**config.mk**
```make
export PLATFORM = sky130hd
export DESIGN_NAME = intersection_phase_scheduler_flat
export DESIGN_NICKNAME = d
export VERILOG_FILES = /design/src/rtl/intersection_phase_scheduler_if.sv /design/src/rtl/intersection_phase_scheduler.sv /design/src/flat_wrapper.sv
export SDC_FILE = /design/constraint.sdc
export NUM_CORES = 1
export LEC_CHECK = 0
export CORE_MARGIN = 8
export CORE_UTILIZATION = 50
export DETAILED_ROUTE_END_ITERATION = 6
export PLACE_DENSITY = 0.74
export SLEW_MARGIN = 20
export SYNTH_ARGS = -nofsm -noshare
export SYNTH_HDL_FRONTEND = slang
export SYNTH_SLANG_ARGS = --single-unit
```
**constraint.sdc**
```tcl
create_clock -name Clk -period 3.35 [get_ports Clk]
set_clock_uncertainty 0.1 [all_clocks]
set_input_delay 1.005 -clock Clk [delete_from_list [all_inputs] [get_ports Clk]]
set_output_delay 1.005 -clock Clk [all_outputs]
set_load 0.1 [all_outputs]
```
**src/rtl/intersection_phase_scheduler_if.sv**
```systemverilog
// Signal-head bus between the phase scheduler and the intersection (sensors in, lamps out).
// EMERGENCY_PREEMPT_EN adds the preempt request and its target phase.
interface intersection_phase_scheduler_if #(
  parameter int N_PHASES = 4
);
  logic [N_PHASES-1:0] req;
  logic [N_PHASES-1:0] green;
  logic [N_PHASES-1:0] yellow;
  logic [N_PHASES-1:0] red;
  logic [2:0]          cur_phase;
  logic                phase_start;
`ifdef EMERGENCY_PREEMPT_EN
  logic                preempt;
  logic [2:0]          preempt_phase;

  modport master (output req, preempt, preempt_phase,
                  input  green, yellow, red, cur_phase, phase_start);
  modport slave  (input  req, preempt, preempt_phase,
                  output green, yellow, red, cur_phase, phase_start);
`else
  modport master (output req,
                  input  green, yellow, red, cur_phase, phase_start);
  modport slave  (input  req,
                  output green, yellow, red, cur_phase, phase_start);
`endif
endinterface

```
**src/rtl/intersection_phase_scheduler.sv**
```systemverilog
// Round-robin green-phase scheduler with GREEN -> YELLOW -> ALL-RED clearance and min/max green.
// Optional emergency preemption is compiled in with EMERGENCY_PREEMPT_EN.
module intersection_phase_scheduler #(
  parameter int N_PHASES  = 4,
  parameter int MIN_GREEN = 8,
  parameter int MAX_GREEN = 20,
  parameter int YELLOW_T  = 3,
  parameter int ALLRED_T  = 2
) (
  input logic                          Clk,
  input logic                          reset,
  intersection_phase_scheduler_if.slave bus
);

  localparam int T_TOP = (MAX_GREEN > YELLOW_T)
                         ? ((MAX_GREEN > ALLRED_T) ? MAX_GREEN : ALLRED_T)
                         : ((YELLOW_T > ALLRED_T) ? YELLOW_T : ALLRED_T);
  localparam int TW = $clog2(T_TOP + 1);

  typedef enum logic [1:0] {
    S_GREEN  = 2'd0,
    S_YELLOW = 2'd1,
    S_ALLRED = 2'd2
  } state_t;

  state_t              state, state_n;
  logic [TW-1:0]       timer, timer_n;
  logic [N_PHASES-1:0] pending, pending_n;
  logic [2:0]          cur, cur_n;
  logic [2:0]          nxt, nxt_n;
  logic [N_PHASES-1:0] green_r, yellow_r, red_r;
  logic                phase_start_r;

  logic [N_PHASES-1:0] cur_mask;
  logic                other, home, req_cur, min_done, max_done;
  logic                go_yellow;
  logic [2:0]          nxt_eff;
  logic [N_PHASES-1:0] green_n, yellow_n;

  function automatic logic [N_PHASES-1:0] onehot(input logic [2:0] idx);
    logic [N_PHASES-1:0] m;
    m = '0;
    for (int k = 0; k < N_PHASES; k++) m[k] = (int'(idx) == k);
    return m;
  endfunction

  // First pending phase after c in cyclic order, falling back to the home phase.
  function automatic logic [2:0] next_pending(input logic [N_PHASES-1:0] pend,
                                              input logic [2:0] c);
    logic [2:0] r;
    int         j;
    r = '0;
    for (int i = N_PHASES - 1; i >= 1; i--) begin
      j = (int'(c) + i) % N_PHASES;
      if (pend[j]) r = 3'(j);
    end
    return r;
  endfunction

  function automatic logic [TW-1:0] sat_inc(input logic [TW-1:0] t);
    return (t == '1) ? t : t + TW'(1);
  endfunction

  assign cur_mask = onehot(cur);
  assign other    = |(pending & ~cur_mask);
  assign home     = (cur != 3'd0) && !other;
  assign req_cur  = |(bus.req & cur_mask);
  assign min_done = (timer >= TW'(MIN_GREEN - 1));
  assign max_done = (timer >= TW'(MAX_GREEN - 1));

  always_comb begin
    state_n   = state;
    timer_n   = sat_inc(timer);
    pending_n = pending | bus.req;
    cur_n     = cur;
    nxt_n     = nxt;
    go_yellow = min_done && (other || home) && (!req_cur || max_done);
    nxt_eff   = nxt;
`ifdef EMERGENCY_PREEMPT_EN
    if (bus.preempt) begin
      go_yellow = (bus.preempt_phase != cur);
      nxt_eff   = bus.preempt_phase;
    end
`endif
    case (state)
      S_GREEN: begin
        pending_n = pending_n & ~cur_mask;
        if (go_yellow) begin
          state_n = S_YELLOW;
          timer_n = '0;
          nxt_n   = next_pending(pending, cur);
`ifdef EMERGENCY_PREEMPT_EN
          if (bus.preempt) nxt_n = bus.preempt_phase;
`endif
        end
      end
      S_YELLOW: begin
        nxt_n = nxt_eff;
        if (timer >= TW'(YELLOW_T - 1)) begin
          state_n = S_ALLRED;
          timer_n = '0;
        end
      end
      S_ALLRED: begin
        nxt_n = nxt_eff;
        if (timer >= TW'(ALLRED_T - 1)) begin
          state_n   = S_GREEN;
          timer_n   = '0;
          cur_n     = nxt_eff;
          pending_n = pending_n & ~onehot(nxt_eff);
        end
      end
      default: begin
        state_n = S_ALLRED;
        timer_n = '0;
        nxt_n   = '0;
      end
    endcase
    green_n  = (state_n == S_GREEN)  ? onehot(cur_n) : '0;
    yellow_n = (state_n == S_YELLOW) ? onehot(cur_n) : '0;
  end

  // Lamps are registered from the next-state values so they switch on the transition edge.
  always_ff @(posedge Clk) begin
    if (reset) begin
      state         <= S_GREEN;
      timer         <= '0;
      pending       <= '0;
      cur           <= '0;
      nxt           <= '0;
      green_r       <= onehot(3'd0);
      yellow_r      <= '0;
      red_r         <= ~onehot(3'd0);
      phase_start_r <= 1'b0;
    end else begin
      state         <= state_n;
      timer         <= timer_n;
      pending       <= pending_n;
      cur           <= cur_n;
      nxt           <= nxt_n;
      green_r       <= green_n;
      yellow_r      <= yellow_n;
      red_r         <= ~(green_n | yellow_n);
      phase_start_r <= (state == S_ALLRED) && (state_n == S_GREEN);
    end
  end

  assign bus.green       = green_r;
  assign bus.yellow      = yellow_r;
  assign bus.red         = red_r;
  assign bus.cur_phase   = cur;
  assign bus.phase_start = phase_start_r;

endmodule

```
**src/flat_wrapper.sv**
```systemverilog
// flat-port wrapper written by rule: the top's interface ports become plain ports
module intersection_phase_scheduler_flat 
#(
  parameter int N_PHASES  = 4,
  parameter int MIN_GREEN = 8,
  parameter int MAX_GREEN = 20,
  parameter int YELLOW_T  = 3,
  parameter int ALLRED_T  = 2
)
  (Clk, reset, bus_req, bus_green, bus_yellow, bus_red, bus_cur_phase, bus_phase_start);
  intersection_phase_scheduler_if #(.N_PHASES(N_PHASES)) bus_i ();
  input logic Clk;
  input logic reset;
  input wire logic [$bits(bus_i.req)-1:0] bus_req;
  output wire logic [$bits(bus_i.green)-1:0] bus_green;
  output wire logic [$bits(bus_i.yellow)-1:0] bus_yellow;
  output wire logic [$bits(bus_i.red)-1:0] bus_red;
  output wire logic [$bits(bus_i.cur_phase)-1:0] bus_cur_phase;
  output wire logic [$bits(bus_i.phase_start)-1:0] bus_phase_start;
  assign bus_i.req = bus_req;
  assign bus_green = bus_i.green;
  assign bus_yellow = bus_i.yellow;
  assign bus_red = bus_i.red;
  assign bus_cur_phase = bus_i.cur_phase;
  assign bus_phase_start = bus_i.phase_start;
  intersection_phase_scheduler #(.N_PHASES(N_PHASES), .MIN_GREEN(MIN_GREEN), .MAX_GREEN(MAX_GREEN), .YELLOW_T(YELLOW_T), .ALLRED_T(ALLRED_T)) u_core (.Clk(Clk), .reset(reset), .bus(bus_i));
endmodule
```
==> flow_summary.toml <==
[synth]
ys_seq_area_share_pct = 35.6
synth_top_family_by_area = "compound AO/OA/AOI/OAI gates"
synthArstFlopShare_pct = 0
synth_area_leaders = "dfxtp_1, ha_1, nor2_1"
syn_nets = 201
synth_area_per_cell_um2 = 8.85
synth_xor_area_share_pct = 1.61
yosys.area.top_type = "dfxtp_1"
synth_edf_count = 0
muxShareOfSynthArea_pct = 3.23
netlist_instances = 184
synth.distinct_cells = 56
synth-seq-cells = 29
synthAdderAreaFrac_pct = 8.45
synth-simple-area-share_pct = 20.4
ys.flop_type = "dfxtp_1"
ys.warnings.count = 0
synth-compound-area-share_pct = 24.9
synth_top_cell_area_share_pct = 35.6
netlist_area_um2 = 1630

[global_route]
antenna_found_initial = 0
grt_usage_pct = 15.4
overflow = 0
grt_max_degree = 16
grt_pass1_wl_um = 6380
grt_pass1_vias = 1355

[timing]
finalSetupTns_ns = 0
rsz0062_at_grt = "no"
timing.final.crit_share_pct = 76.6
setup_violations = 0
fin_ws_ns = 0.784
period_needed_ns = 2.57
timing.slew.headroom_pct = 58.0
hold_violations = 0
fmax_ghz = 0.390
slew_viol_final = 0
worst_pin_slew_ns = 0.624
fin_hold_ws_ns = 0.507

[critical_path]
worstRegToRegCells = 8
critPathCaptureType = "flop"
r2r-start = "u_core.bus.cur_phase[1]"
start_kind = "primary input"
path_buf_inv = 2
worstSetupPathType = "primary input to flop"
critPathMaxStageDelay_ns = 0.42
critical_path_required_ns = 3.47
ff2ff_setup_slack_ns = 0.86
cp-endpoint = "u_core.bus.red[2]"
r2r-end = "u_core.bus.red[2]"
critPathArrivalTime_ns = 2.69
crit_family = "buffers and inverters"
critPathLaunch = "bus_req[0]"
worst-path-max-fanout = 8
slowest_stage = "clkdlybuf4s50_1"
worstPathCellList = "clkdlybuf4s50_1 -> a22oi_1 -> a221oi_2 -> nor4_1 -> buf_4 -> o21bai_2 -> or2_1"
cp.depth = 7

[cells_and_area]
fin_util_pct = 60.9
syn_to_final_growth_pct = 15.1
final_common_cell = "dfxtp_1"
seqCellArea_um2 = 581
diodes = 0
drive_gt1_share_pct = 18.4
nFillCells = 289
mostFrequentLayoutCells = "dfxtp_1, buf_4, nor2_1"
nNetsFinal = 223
multi_input_area_um2 = 953

[place]
dp_hpwl_um = 2830
gp_congestion = 0.840
numPortBuffers = 21
post-place-ws_ns = 0.437

[cts]
htree_levels = 2
cts_setup_buffers = 0
cts_buffers = 5
clock_path_buffers = 2
ctsResizeCount = 0
root_buffer = "clkbuf_4"
clk_pin_slew_ns = 0.10
cts_sinks = 29
cts_tree = "built"
insertion_delay_ns = 0.34
hold_buffers = 0

[worst_hold_path]
hold_path.class = "flop to flop"

[outcome]
status = "finished clean"

[floorplan]
placementRows = 20
core-area_um2 = 3080
die_w_um = 73.1
ios = 22
die-height_um = 73.1
die-area_um2 = 5340
initial_core_util_pct = 52.9

[power_and_ir_drop]
powerDensity_nw_per_um2 = 350
p_leak_nw = 0.764
power_w = 0.000655
irDropWorstVdd_mv = 0.215

[route]
wirelength_um = 3870
vias = 1387
vias_per_cell = 5.53
drc = 0
avgRoutedWirePerCell_um = 15.4
firstDrtPassIters = 6
ant_nets = 0
drtIter0Drc = 57

[run]
cap_viol_max_count = 0
## power by group
group | leakage (nW) | total (W) | switching [W] | internal, W
sequential | 0.235 | 0.000368 | 0.0000154 | 0.000352
clock | 0.0320 | 0.000206 | 0.000126 | 0.0000797
combinational | 0.496 | 0.0000818 | 0.0000453 | 0.0000365
## cells by family (layout without fill, tap and decap cells)
group,Yosys count,after routing
simple gates,63,63
compound gates,52,52
flops,29,29
buf+inv,21,44
fa+ha+maj,11,11
mux,5,5
xor+xnor,3,3
## cell type report
type / instances / share of cell area [%]
flip-flops and latches: 29 / 31.0
repair buffers: 23 / 9.88
clock buffers: 6 / 2.20
clock inverters: 2 / 0.534
inverters: 13 / 2.60
well taps: 44 / 2.94
multi-input cells: 134 / 50.9
## worst min-delay path by stage
stage	from	to	slack (ns)	cells past startpoint
after global placement	u_core.pending[0]	u_core.pending[0]	0.45	2
after global routing	u_core.pending[1]	u_core.pending[1]	0.52	2
after CTS	u_core.pending[3]	u_core.pending[3]	0.51	2
after floorplan	u_core.pending[0]	u_core.pending[0]	0.40	2
after detailed placement	u_core.pending[0]	u_core.pending[0]	0.46	2
final	u_core.pending[3]	u_core.pending[3]	0.51	2
## stage by stage
step                      std cells  cell area [um2]
final                           251             1870
after global routing            251             1870
after CTS                       251             1870
after detailed placement        243             1820
after global placement          243             1820
after floorplan                 184             1630
## sequential cells by signal, indices dropped and copies added, names as in the netlist
register                count
u_core.bus.cur_phase        3
u_core.timer                5
u_core.bus.green            4
u_core.pending              4
u_core.bus.red              4
u_core.nxt                  2
u_core.bus.phase_start      1
u_core.bus.yellow           4
u_core.state                2
## synthesized netlist by cell type, drive strengths merged (4+ instances only)
library cell and instances:
dfxtp 29, nor2 14, inv 13, o21ai 13
ha 11, nand2 10, nor3 8, a21oi 7
nand3 7, nor2b 5, a311oi 4, buf 4
clkbuf 4, nor4 4, or2 4
## per-layer routing
metal	up-vias	wire length (um)	global-route usage, %
met4	0	82	8.22
met3	10	155	5.36
met2	25	1900	25.4
met5	-	0	0
met1	645	1740	16.8
li1	707	-	-
## worst reg2reg max path, cell delays in order, from the launching register on
cell	delay, ns
dfxtp_1	0.58
inv_1	0.20
ha_1	0.25
a22oi_1	0.26
a221oi_2	0.14
nor4_1	0.30
buf_4	0.17
o21bai_2	0.12
or2_1	0.25
No activity file was read; power rests on OpenSTA's default activity.
